**src/rtl/router_pkg.sv**
```systemverilog
// router_pkg: shared port-ID width, arbiter state enum and round-robin pick helper
package router_pkg;

    localparam int PORT_ID_W = 8;

    typedef enum logic {IDLE, ACTIVE} arb_state_t;

    // Highest priority goes to last+1, lowest to last itself; descending k lets
    // the nearer candidate overwrite the farther one.
    function automatic logic [3:0] rr_pick(input logic [3:0] req, input logic [1:0] last);
        logic [3:0] g;
        logic [1:0] idx;
        g = '0;
        for (int k = 4; k >= 1; k--) begin
            idx = last + 2'(k);
            if (req[idx]) g = 4'b1 << idx;
        end
        return g;
    endfunction

endpackage

```
**src/rtl/router_rr_pick4.sv**
```systemverilog
// router_rr_pick4: 4-way rotating priority encoder
//   req[3:0]    requesting sources
//   last[1:0]   previously granted source (lowest priority this round)
//   onehot[3:0] selected source, zero when nothing requests
//   any         some source requests
module router_rr_pick4
    import router_pkg::*;
(
    input  logic [3:0] req,
    input  logic [1:0] last,
    output logic [3:0] onehot,
    output logic       any
);

    assign onehot = rr_pick(req, last);
    assign any    = |req;

endmodule

```
**src/rtl/router_arb4_rr.sv**
```systemverilog
// router_arb4_rr: round-robin frame arbiter, 4 sources onto one output port
//   CLK, RST     clock, asynchronous active-high reset
//   DEST         per-source 8-bit destination, source i at [8i+7:8i]
//   D_SOF        per-source start of frame, held until accepted
//   D_EOF        per-source end-of-frame beat marker
//   D_VALID      per-source beat valid
//   Q_BP         sink backpressure
//   D_BP         per-source backpressure (combinational)
//   GRANT        one-hot registered grant, drives the output datapath mux select
//   GRANT_SOF    pulse in the first granted cycle
//   BUSY         a frame holds the port
//   TIMEOUT_ERR  pulse on forced release; only with ROUTER_ARB_TIMEOUT_EN
// Optional feature: define ROUTER_ARB_TIMEOUT_EN to release a grant after
// MaxBeats consecutive cycles without an accepted beat.
module router_arb4_rr
    import router_pkg::*;
#(
    parameter int NumPorts = 4,
    parameter int PortNo   = 1,
    parameter int MaxBeats = 256
) (
    input  logic                  CLK,
    input  logic                  RST,
    input  logic [NumPorts*8-1:0] DEST,
    input  logic [NumPorts-1:0]   D_SOF,
    input  logic [NumPorts-1:0]   D_EOF,
    input  logic [NumPorts-1:0]   D_VALID,
    input  logic                  Q_BP,
    output logic [NumPorts-1:0]   D_BP,
    output logic [NumPorts-1:0]   GRANT,
    output logic                  GRANT_SOF,
    output logic                  BUSY,
    output logic                  TIMEOUT_ERR
);

    arb_state_t          state, state_n;
    logic [NumPorts-1:0] req, pick, grant_n;
    logic [1:0]          last, last_n;
    logic                any, sof_n, acc, eof_acc, expire;

    for (genvar i = 0; i < NumPorts; i++) begin : g_req
        assign req[i] = D_SOF[i] & (DEST[8*i +: PORT_ID_W] == PORT_ID_W'(PortNo));
    end

    router_rr_pick4 u_pick (
        .req    (req),
        .last   (last),
        .onehot (pick),
        .any    (any)
    );

    assign acc     = |(GRANT & D_VALID) & ~Q_BP;
    assign eof_acc = acc & |(GRANT & D_EOF);
    assign D_BP    = (req & ~GRANT) | (GRANT & {NumPorts{Q_BP}});
    assign BUSY    = state == ACTIVE;

`ifdef ROUTER_ARB_TIMEOUT_EN
    localparam int BW = $clog2(MaxBeats) + 1;
    logic [BW-1:0] beats;

    // beats stays 0 in IDLE, so every grant starts counting from 0
    assign expire = BUSY & ~acc & (beats == BW'(MaxBeats - 1));

    always_ff @(posedge CLK or posedge RST) begin
        if (RST) begin
            beats       <= '0;
            TIMEOUT_ERR <= 1'b0;
        end else begin
            beats       <= (!BUSY || acc) ? '0 : beats + 1'b1;
            TIMEOUT_ERR <= expire;
        end
    end
`else
    assign expire      = 1'b0;
    assign TIMEOUT_ERR = 1'b0;
`endif

    always_comb begin
        state_n = state;
        grant_n = GRANT;
        last_n  = last;
        sof_n   = 1'b0;
        if (state == IDLE) begin
            if (any) begin
                state_n = ACTIVE;
                grant_n = pick;
                last_n  = {pick[3] | pick[2], pick[3] | pick[1]};
                sof_n   = 1'b1;
            end
        end else if (eof_acc || expire) begin
            state_n = IDLE;
            grant_n = '0;
        end
    end

    always_ff @(posedge CLK or posedge RST) begin
        if (RST) begin
            state     <= IDLE;
            GRANT     <= '0;
            GRANT_SOF <= 1'b0;
            last      <= 2'd3;
        end else begin
            state     <= state_n;
            GRANT     <= grant_n;
            GRANT_SOF <= sof_n;
            last      <= last_n;
        end
    end

endmodule
```
**config.mk**
```make
export PLATFORM = sky130hd
export DESIGN_NAME = router_arb4_rr
export DESIGN_NICKNAME = d
export VERILOG_FILES = /design/src/rtl/router_pkg.sv /design/src/rtl/router_rr_pick4.sv /design/src/rtl/router_arb4_rr.sv
export SDC_FILE = /design/constraint.sdc
export NUM_CORES = 1
export LEC_CHECK = 0
export CAP_MARGIN = 10
export CORE_MARGIN = 10
export CORE_UTILIZATION = 35
export CTS_CLUSTER_DIAMETER = 60
export CTS_CLUSTER_SIZE = 40
export DETAILED_ROUTE_END_ITERATION = 10
export DONT_BUFFER_PORTS = 1
export GPL_ROUTABILITY_DRIVEN = 0
export GPL_TIMING_DRIVEN = 0
export PLACE_DENSITY_LB_ADDON = 0.05
export SETUP_SLACK_MARGIN = 0.02
export SYNTH_ARGS = -nofsm -noshare
export SYNTH_HDL_FRONTEND = slang
export SYNTH_SLANG_ARGS = --single-unit
export TNS_END_PERCENT = 50
```
**constraint.sdc**
```tcl
create_clock -name CLK -period 3.49 [get_ports CLK]
set_input_delay 0.698 -clock CLK [delete_from_list [all_inputs] [get_ports CLK]]
set_output_delay 0.698 -clock CLK [all_outputs]
set_load 0.01 [all_outputs]
```
==> results of run 1 <==
-- area by class of cell --
cell class | count | area (sq um)
inverter | 7 | 26.3
tap | 31 | 38.8
buffer | 4 | 20.0
multi-input combinational | 99 | 743
fill | 278 | 1680
clock buffer | 4 | 26.3
sequential | 8 | 203
-- cell usage after synthesis (3+ instances only) --
cell	instances	area, sq um
nand2_1	10	37.5
nand3_1	10	50.1
ha_1	7	87.6
inv_1	7	26.3
nand4_1	7	43.8
nor2_1	7	26.3
dfrtp_1	6	150
o21ai_0	6	30.0
a21oi_1	4	20.0
and3_1	4	25.0
o211ai_1	4	30.0
o21a_1	4	30.0
mux2i_1	3	30.0
nor3b_1	3	22.5
-- state kept, by name, indices dropped and copies added (netlist names) --
signal / count
BUSY: 1
GRANT: 4
last: 2
GRANT_SOF: 1
-- through the flow --
stage	util (%)	total power, mW	worst slack (ps)
finish	38.7	0.514	546
global route	38.7	0.557	353
CTS	38.7	0.514	566
detailed placement	37.7	0.433	590
global placement	37.7	0.435	603
floorplan	-	0.370	970
-- power by group through the flow --
stage	sequential, mW	combinational (mW)	clock [mW]
finish	0.171	0.263	0.0795
CTS	0.173	0.261	0.0799
floorplan	0.158	0.212	0
global route	0.178	0.298	0.0811
global placement	0.174	0.261	0
detailed placement	0.173	0.260	0
-- how the worst max path moves through the flow --
stage                              from                    to  cells after the start
floorplan           last[0]$_DFFE_PP1P_   last[0]$_DFFE_PP1P_                     10
global placement    last[0]$_DFFE_PP1P_   last[0]$_DFFE_PP1P_                     10
detailed placement  last[0]$_DFFE_PP1P_   last[0]$_DFFE_PP1P_                     10
CTS                 last[0]$_DFFE_PP1P_   last[0]$_DFFE_PP1P_                     10
global route        last[0]$_DFFE_PP1P_  GRANT[3]$_DFFE_PP0P_                     10
finish              last[0]$_DFFE_PP1P_   last[0]$_DFFE_PP1P_                     10
-- metal layers --
| layer | vias to the layer above | track usage (%) | routed length [um] |
|---|---|---|---|
| li1 | 464 | - | - |
| met5 | - | 0 | 0 |
| met4 | 0 | 4.01 | 17 |
| met2 | 38 | 19.0 | 1450 |
| met3 | 2 | 3.27 | 297 |
| met1 | 450 | 12.0 | 1160 |
-- cell families after synthesis --
group	count (synthesis)	share of synthesized area, %
flip-flops	8	20.4
multiplexers	5	7.57
AO/OA/AOI/OAI	34	24.3
AND/OR/NAND/NOR	52	33.8
other	1	0.378
adder cells (fa/ha/maj)	7	8.83
buffers and inverters	11	4.67
==> metrics.cfg, run 1 <==
[finish]
postLayoutCellArea_sq_mm = 0.00106
layout_common_cells = nand3_1 (10), nand2_1 (10)
fin_nets = 177
syn2layout_area_growth_pct = 6.56
n_antenna_cell = 0
fin_cells = 153
drive_above_1_share_pct = 13.9

[power_and_ir_drop]
p_clk_share_pct = 15.5
p_leak_nw = 0.417
switchingPower_mw = 0.239
p_int_mw = 0.274
pwr-share-comb_pct = 51.1
peakVddDrop_mv = 0.256
p_seq_share_pct = 33.4
p_per_area_mw_per_mm2 = 486
sw_frac_of_total_pct = 46.6

[global_route]
antenna_found_initial = 0
grt_max_degree = 10
grt_use_total_pct = 10.9
gr-total-overflow = 0
grt_pass1_vias = 1013
grt_first_pass_wirelength_um = 4870

[timing]
fmax_ghz = 0.340
setup_viol = 0
min_period_over_period_pct = 84.4
hold_viol = 0
tns_ps = 0
period_needed_ps = 2940
worstMarginPinSlew_ps = 532
hold_ws_ps = 261
maxSlewViolCount = 0
max_slew_margin_pct = 64.3
rsz0062_at_grt = no
finClkSkew_ps = 4.92

[floorplan]
die_area_sq_mm = 0.00536
ios = 58
fp-row-count = 19
die_w_um = 73.2
start_util_pct = 36.3
coreArea_sq_mm = 0.00273
fp.dieH_um = 73.2

[placement]
hpwl_um = 2470
dpl-instance-area_sq_mm = 0.00103
dp_cells = 149
port_buffers = 0

[synth]
ys_ff_latch = 8
synthFlopType = dfrtp_1
syn_avg_cell_area_sq_um = 8.41
ys_seq_area_share_pct = 20.4
synth_nets = 172
synth_cell_type_count = 43
synthArstFlopShare_pct = 100
netlist_instances = 118
yosysWarnings = 0
synth_edf_count = 0
synthesis.area_sq_um = 992

[cts]
htree_levels = 1
clock_sinks = 8
cts_tree = built
post-cts-setup-buffers = 0
clockBufferDepth = 2
post_cts_resized = 0
path_clk_slew_ps = 60
clock_latency_ps = 260
root_buffer = clkbuf_4
cts_hold_buf = 0
cts_made_buffers = 3

[run_status]
status = finished clean

[worst_setup_path]
critical_path_class = reg2reg
crit_path_max_fanout = 9
rr_endpoint = last[0]$_DFFE_PP1P_
worstPathArrival_ps = 3120
cpMaxStageDelayCell = dfstp_2
reg2reg_depth = 10
end_kind = flip-flop
crit_family = compound AO/OA/AOI/OAI gates
worstSetupStartpointType = flip-flop
crit_buf_inv = 3
critPathMaxStageDelay_ps = 590
r2r_setup_slack_ps = 550
r2r-start = last[0]$_DFFE_PP1P_
crit_chain = buf_2 > inv_1 > ha_1 > clkbuf_1 > nand4_1 > o211ai_1 > and2_1 > o311a_1 > o31a_1 > o22ai_1
required_ps = 3670

[worst_hold_path]
hold_path.class = in2async

[routing]
via_per_inst = 6.24
ant_nets = 0
drc = 0
num_vias = 954
drtIter0Drc = 32
totalWireLength_um = 2930
wl_per_cell_um = 19.1
drtPass1Iterations = 4

[run]
maxCapViolCount = 0

Note: power is estimated with default switching activity, not from simulation.
==> run 2, diff against run 1 <==
clock period = 2.8 ns   (was 3.49 ns; I/O delays follow)
==> run 2 against run 1 <==
Effect of this change: cell count fell by 0.65%; critical endpoint unchanged; combinational power grew 33%; utilization grew 0.41 points.
==> metrics.cfg, run 2 (same netlist as run 1, synthesis figures left out) <==
[floorplan]
fp-row-count = 19
fp.dieH_um = 73.2
coreArea_sq_mm = 0.00273
die_area_sq_mm = 0.00536
start_util_pct = 36.3
ios = 58
die_w_um = 73.2

[timing]
rsz0062_at_grt = no
hold_ws_ps = 123
period_needed_ps = 2630
finClkSkew_ps = 0.810
tns_ps = 0
hold_viol = 0
setup_ws_ps = 170
worstMarginPinSlew_ps = 561
max_slew_margin_pct = 62.4
min_period_over_period_pct = 93.9
setup_viol = 0
maxSlewViolCount = 0
fmax_ghz = 0.380

[worst_setup_path]
required_ps = 2990
worstSetupStartpointType = flip-flop
critical_path_class = reg2reg
end_kind = flip-flop
r2r-start = last[0]$_DFFE_PP1P_
r2r_setup_slack_ps = 170
crit_path_max_fanout = 9
rr_endpoint = last[0]$_DFFE_PP1P_
worstPathArrival_ps = 2820
reg2reg_depth = 9

[placement]
place_ws_ps = -99.7
hpwl_um = 2470
port_buffers = 0

[power_and_ir_drop]
p_per_area_mw_per_mm2 = 623
peakVddDrop_mv = 0.364
total_power_mw = 0.665
p_leak_nw = 0.417

[cts]
clock_sinks = 8
cts_hold_buf = 0
clock_latency_ps = 260
root_buffer = clkbuf_4
cts_made_buffers = 3
post-cts-setup-buffers = 0
cts_tree = built
path_clk_slew_ps = 60
clockBufferDepth = 2
htree_levels = 1

[routing]
drtPass1Iterations = 4
via_per_inst = 6.29
wl_per_cell_um = 19.4
totalWireLength_um = 2950
ant_nets = 0
drc = 0
num_vias = 956
drtIter0Drc = 51

[finish]
top_regs = GRANT x4, last x2
finish.utilization_pct = 39.1
seq_area_sq_um = 203
drive_above_1_share_pct = 14.9
largest_reg_flops = 4
layout_common_cells = nand3_1 (10), nand2_1 (10), nor2_1 (7), inv_1 (7), nand4_1 (7)
num-fill-cells = 278
largest-register = GRANT
n_antenna_cell = 0
syn2layout_area_growth_pct = 7.69
multi_input_area_sq_um = 756
fin_nets = 176

[run_status]
status = finished clean

[global_route]
grt_first_pass_wirelength_um = 4930
grt_pass1_vias = 1019
grt_max_degree = 10
grt_use_total_pct = 11.0
gr-total-overflow = 0
antenna_found_initial = 0

[run]
maxCapViolCount = 0

[worst_hold_path]
hold_path.class = in2async

[run 2: cell types whose count changed in the layout (fill, tap and decap cells not counted), sizes merged]
cell / previous run / this run
clkbuf: 6 / 5
[run 2: metal layers]
layer  wire length, um  part of all wire, %  global-route usage [%]
met2              1460                   50                    19.4
met5                 0                    0                       0
met4                17                 0.58                    4.01
met1              1180                   40                    12.0
met3               285                  9.7                    3.27
[run 2: cell type report]
cell class                      count  share of cell area (%)
Multi-Input combinational cell     99                    70.7
Sequential cell                     8                    19.0
Tap cell                           31                    3.63
Clock buffer                        4                    2.46
Inverter                            7                    2.46
Buffer                              3                    1.76
[run 2: worst max-delay path, stage by stage, from the launching register on]
cell,delay (ps)
dfstp_2,590
buf_4,190
inv_1,160
ha_4,320
nand4_1,110
o211ai_1,180
and2_1,250
o311a_1,330
o31a_1,270
o22ai_1,150
[run 2: stage by stage]
step,cell area (sq um),instances
after floorplan,992,118
after global placement,1030,149
after detailed placement,1030,149
after CTS,1060,152
after global routing,1070,152
final,1070,152
[run 2: worst max-delay path by stage]
stage                   startpoint  slack (ps)             endpoint  cells past startpoint
6_report       last[0]$_DFFE_PP1P_         170  last[0]$_DFFE_PP1P_                      9
5_1_grt        last[0]$_DFFE_PP1P_          30  last[1]$_DFFE_PP1P_                      9
4_1_cts        last[0]$_DFFE_PP1P_          30  last[0]$_DFFE_PP1P_                      9
3_5_place_dp   last[0]$_DFFE_PP1P_        -100  last[0]$_DFFE_PP1P_                     10
3_3_place_gp   last[0]$_DFFE_PP1P_         -90  last[0]$_DFFE_PP1P_                     10
2_1_floorplan  last[0]$_DFFE_PP1P_         280  last[0]$_DFFE_PP1P_                     10
[run 2: what timing repair did]
item                       in CTS  in global routing
setup endpoints to repair       5                  5
resized for setup               1                  3
pin swaps                       0                  0
hold endpoints to repair        0                  0
[run 2: where the power goes]
| part | leakage, nW | internal (mW) | switching, mW |
|---|---|---|---|
| combinational | 0.301 | 0.155 | 0.196 |
| sequential | 0.101 | 0.152 | 0.0617 |
| clock | 0.0150 | 0.0550 | 0.0462 |
| total | 0.417 | 0.362 | 0.304 |
==> run 3, diff against run 2 <==
SETUP_SLACK_MARGIN = 0.15   (was 0.02)
SYNTH_HIERARCHICAL = 1   (was unset)
==> run 3 against run 2 <==
Effect of this change: clock power decreased by 5%; synthesized cell count decreased by 11%; combinational power decreased by 59%; hold slack improved by 1.2 ps; maximum frequency increased by 5.0%; cell count decreased by 8.6%; critical path depth unchanged; global-route usage decreased by 0.86 points; clock-buffer cell count unchanged; utilization increased by 2.1 points; clock skew increased by 9.1 ps; sequential share of layout area increased by 0.52 points; highest routed layer unchanged.
==> metrics.cfg, run 3 <==
[finish]
largest-register = GRANT
largest_reg_flops = 4
syn2layout_area_growth_pct = 10.9
num-fill-cells = 252
final_common_cell = nand2_1
drive_above_1_share_pct = 22.0
finish.utilization_pct = 41.2
top_regs = GRANT x4, last x2
postLayoutCellArea_sq_mm = 0.00104
n_antenna_cell = 0
layout_common_cells = nand2_1 (14), mux2i_1 (8), nor2_1 (7), a21oi_1 (7), nand2b_1 (7)
fin_nets = 163

[synth]
yosys-top-cells-area = dfrtp_1 (16%), mux4_2 (9.6%), mux2i_1 (8.5%)
synth.most_common_cell = nand2_1
synthFlopType = dfrtp_1
netlist_instances = 105
yosysWarnings = 6
synth_common_cells = nand2_1 (14), mux2i_1 (8), a21oi_1 (7), nand2b_1 (7), nor2_1 (7)
synth_nets = 158
synthArstFlopShare_pct = 100
syn_avg_cell_area_sq_um = 8.93
synthesis.area_sq_um = 937
ys_ff_latch = 8
synth_top_area_cell = dfrtp_1
synth_cell_type_count = 27
synth.top_cell.area_share_pct = 16.0
synth_edf_count = 0
ys_seq_area_share_pct = 21.6

[worst_setup_path]
required_ps = 2920
worstSetupStartpointType = flip-flop
crit_buf_inv = 2
r2r_setup_slack_ps = 290
crit_family = multiplexers
reg2reg_depth = 9
worstPathArrival_ps = 2630
end_kind = flip-flop
critPathMaxStageDelay_ps = 590
crit_path_max_fanout = 9
cpMaxStageDelayCell = dfstp_2
rr_endpoint = GRANT[3]$_DFFE_PP0P_
r2r-start = last[0]$_DFFE_PP1P_
crit_chain = buf_6 > inv_1 > ha_4 > mux4_2 > nand2b_1 > o22ai_1 > a31oi_2 > mux2i_1 > a21oi_1
crit_path_start = last[0]$_DFFE_PP1P_
critical_path_class = reg2reg

[placement]
place_ws_ps = -50.4
dpl-instance-area_sq_um = 975
port_buffers = 0
hpwl_um = 2270

[global_route]
grt_max_degree = 10
grt_use_total_pct = 10.1
grt_first_pass_wirelength_um = 4400
grt_pass1_vias = 834
gr-total-overflow = 0
antenna_found_initial = 0

[cts]
path_clk_slew_ps = 60
htree_levels = 1
cts_made_buffers = 3
clock_sinks = 8
cts_hold_buf = 0
cts_tree = built
root_buffer = clkbuf_4
post-cts-setup-buffers = 0
clockBufferDepth = 2
clock_latency_ps = 260

[routing]
drtPass1Iterations = 4
ant_nets = 0
drtIter0Drc = 23
totalWireLength_um = 2710
wl_per_cell_um = 19.5
num_vias = 849
drc = 0
via_per_inst = 6.11

[floorplan]
die_w_um = 71.7
fp-row-count = 18
fp.dieH_um = 71.7
coreArea_sq_mm = 0.00252
start_util_pct = 37.2
ios = 58
die_area_sq_mm = 0.00515

[worst_hold_path]
hold_path.class = in2async

[run]
maxCapViolCount = 0

[power_and_ir_drop]
total_power_mw = 0.398
peakVddDrop_mv = 0.414
p_leak_nw = 0.363
p_per_area_mw_per_mm2 = 383

[timing]
maxSlewViolCount = 0
fmax_ghz = 0.399
min_period_over_period_pct = 89.5
rsz0062_at_grt = yes
hold_ws_ps = 124
setup_ws_ps = 294
hold_viol = 0
period_needed_ps = 2510
setup_viol = 0
finClkSkew_ps = 9.88

[run_status]
status = finished clean

==> run 3: cell types whose count changed after synthesis, sizes merged, moves of 5 or more <==
cell    delta
mux2i      +5
o21ai      -8
nand3     -10
nand2b     +6
nand4      -7
and3       -5
==> run 3: kinds of logic after synthesis <==
kind of cell,share of synthesized area [%]
and+or+nand+nor,24.8
AOI/OAI and AO/OA,22.2
muxes,18.2
buffers and inverters,4.81
DFF,21.6
adders and majority gates,8.01
other,0.400
==> run 3: power breakdown <==
part / internal, mW / switching, mW
combinational: 0.0751 / 0.0687
sequential: 0.133 / 0.0254
clock: 0.0546 / 0.0413
==> run 3: how the worst max path moves through the flow <==
| stage | end | cells after the start |
|---|---|---|
| final | GRANT[3]$_DFFE_PP0P_ | 9 |
| after global routing | GRANT[3]$_DFFE_PP0P_ | 9 |
| after CTS | GRANT[2]$_DFFE_PP0P_ | 9 |
| after detailed placement | GRANT[2]$_DFFE_PP0P_ | 9 |
| after global placement | GRANT[2]$_DFFE_PP0P_ | 9 |
| after floorplan | GRANT[2]$_DFFE_PP0P_ | 9 |
==> run 3: cell type report <==
| type | instances | area (sq um) | share of cell area [%] |
|---|---|---|---|
| multi-input cells | 89 | 728 | 70.0 |
| flip-flops and latches | 8 | 203 | 19.5 |
| well taps | 30 | 37.5 | 3.61 |
| clock buffers | 4 | 26.3 | 2.53 |
| plain buffers | 3 | 26.3 | 2.53 |
| inverters | 5 | 18.8 | 1.81 |
==> run 3: metrics by stage <==
| step | setup TNS, ps | std cells |
|---|---|---|
| floorplan | 0 | 105 |
| global placement | -98.7 | 135 |
| detailed placement | -117 | 135 |
| CTS | 0 | 139 |
| global route | 0 | 139 |
| finish | 0 | 139 |
==> run 3: repair_timing <==
action / in CTS / in global routing
resized for setup: 0 / 7
endpoints found under the setup margin: 0 / 6
hold endpoints to repair: 0 / 0
==> run 3: routing by layer <==
| metal | global-route usage [%] | wire [um] | vias up |
|---|---|---|---|
| met1 | 11.1 | 1050 | 389 |
| met2 | 16.6 | 1230 | 52 |
| met3 | 6.47 | 421 | 2 |
| li1 | - | - | 406 |
| met5 | 0 | 0 | - |
| met4 | 1.29 | 8 | 0 |
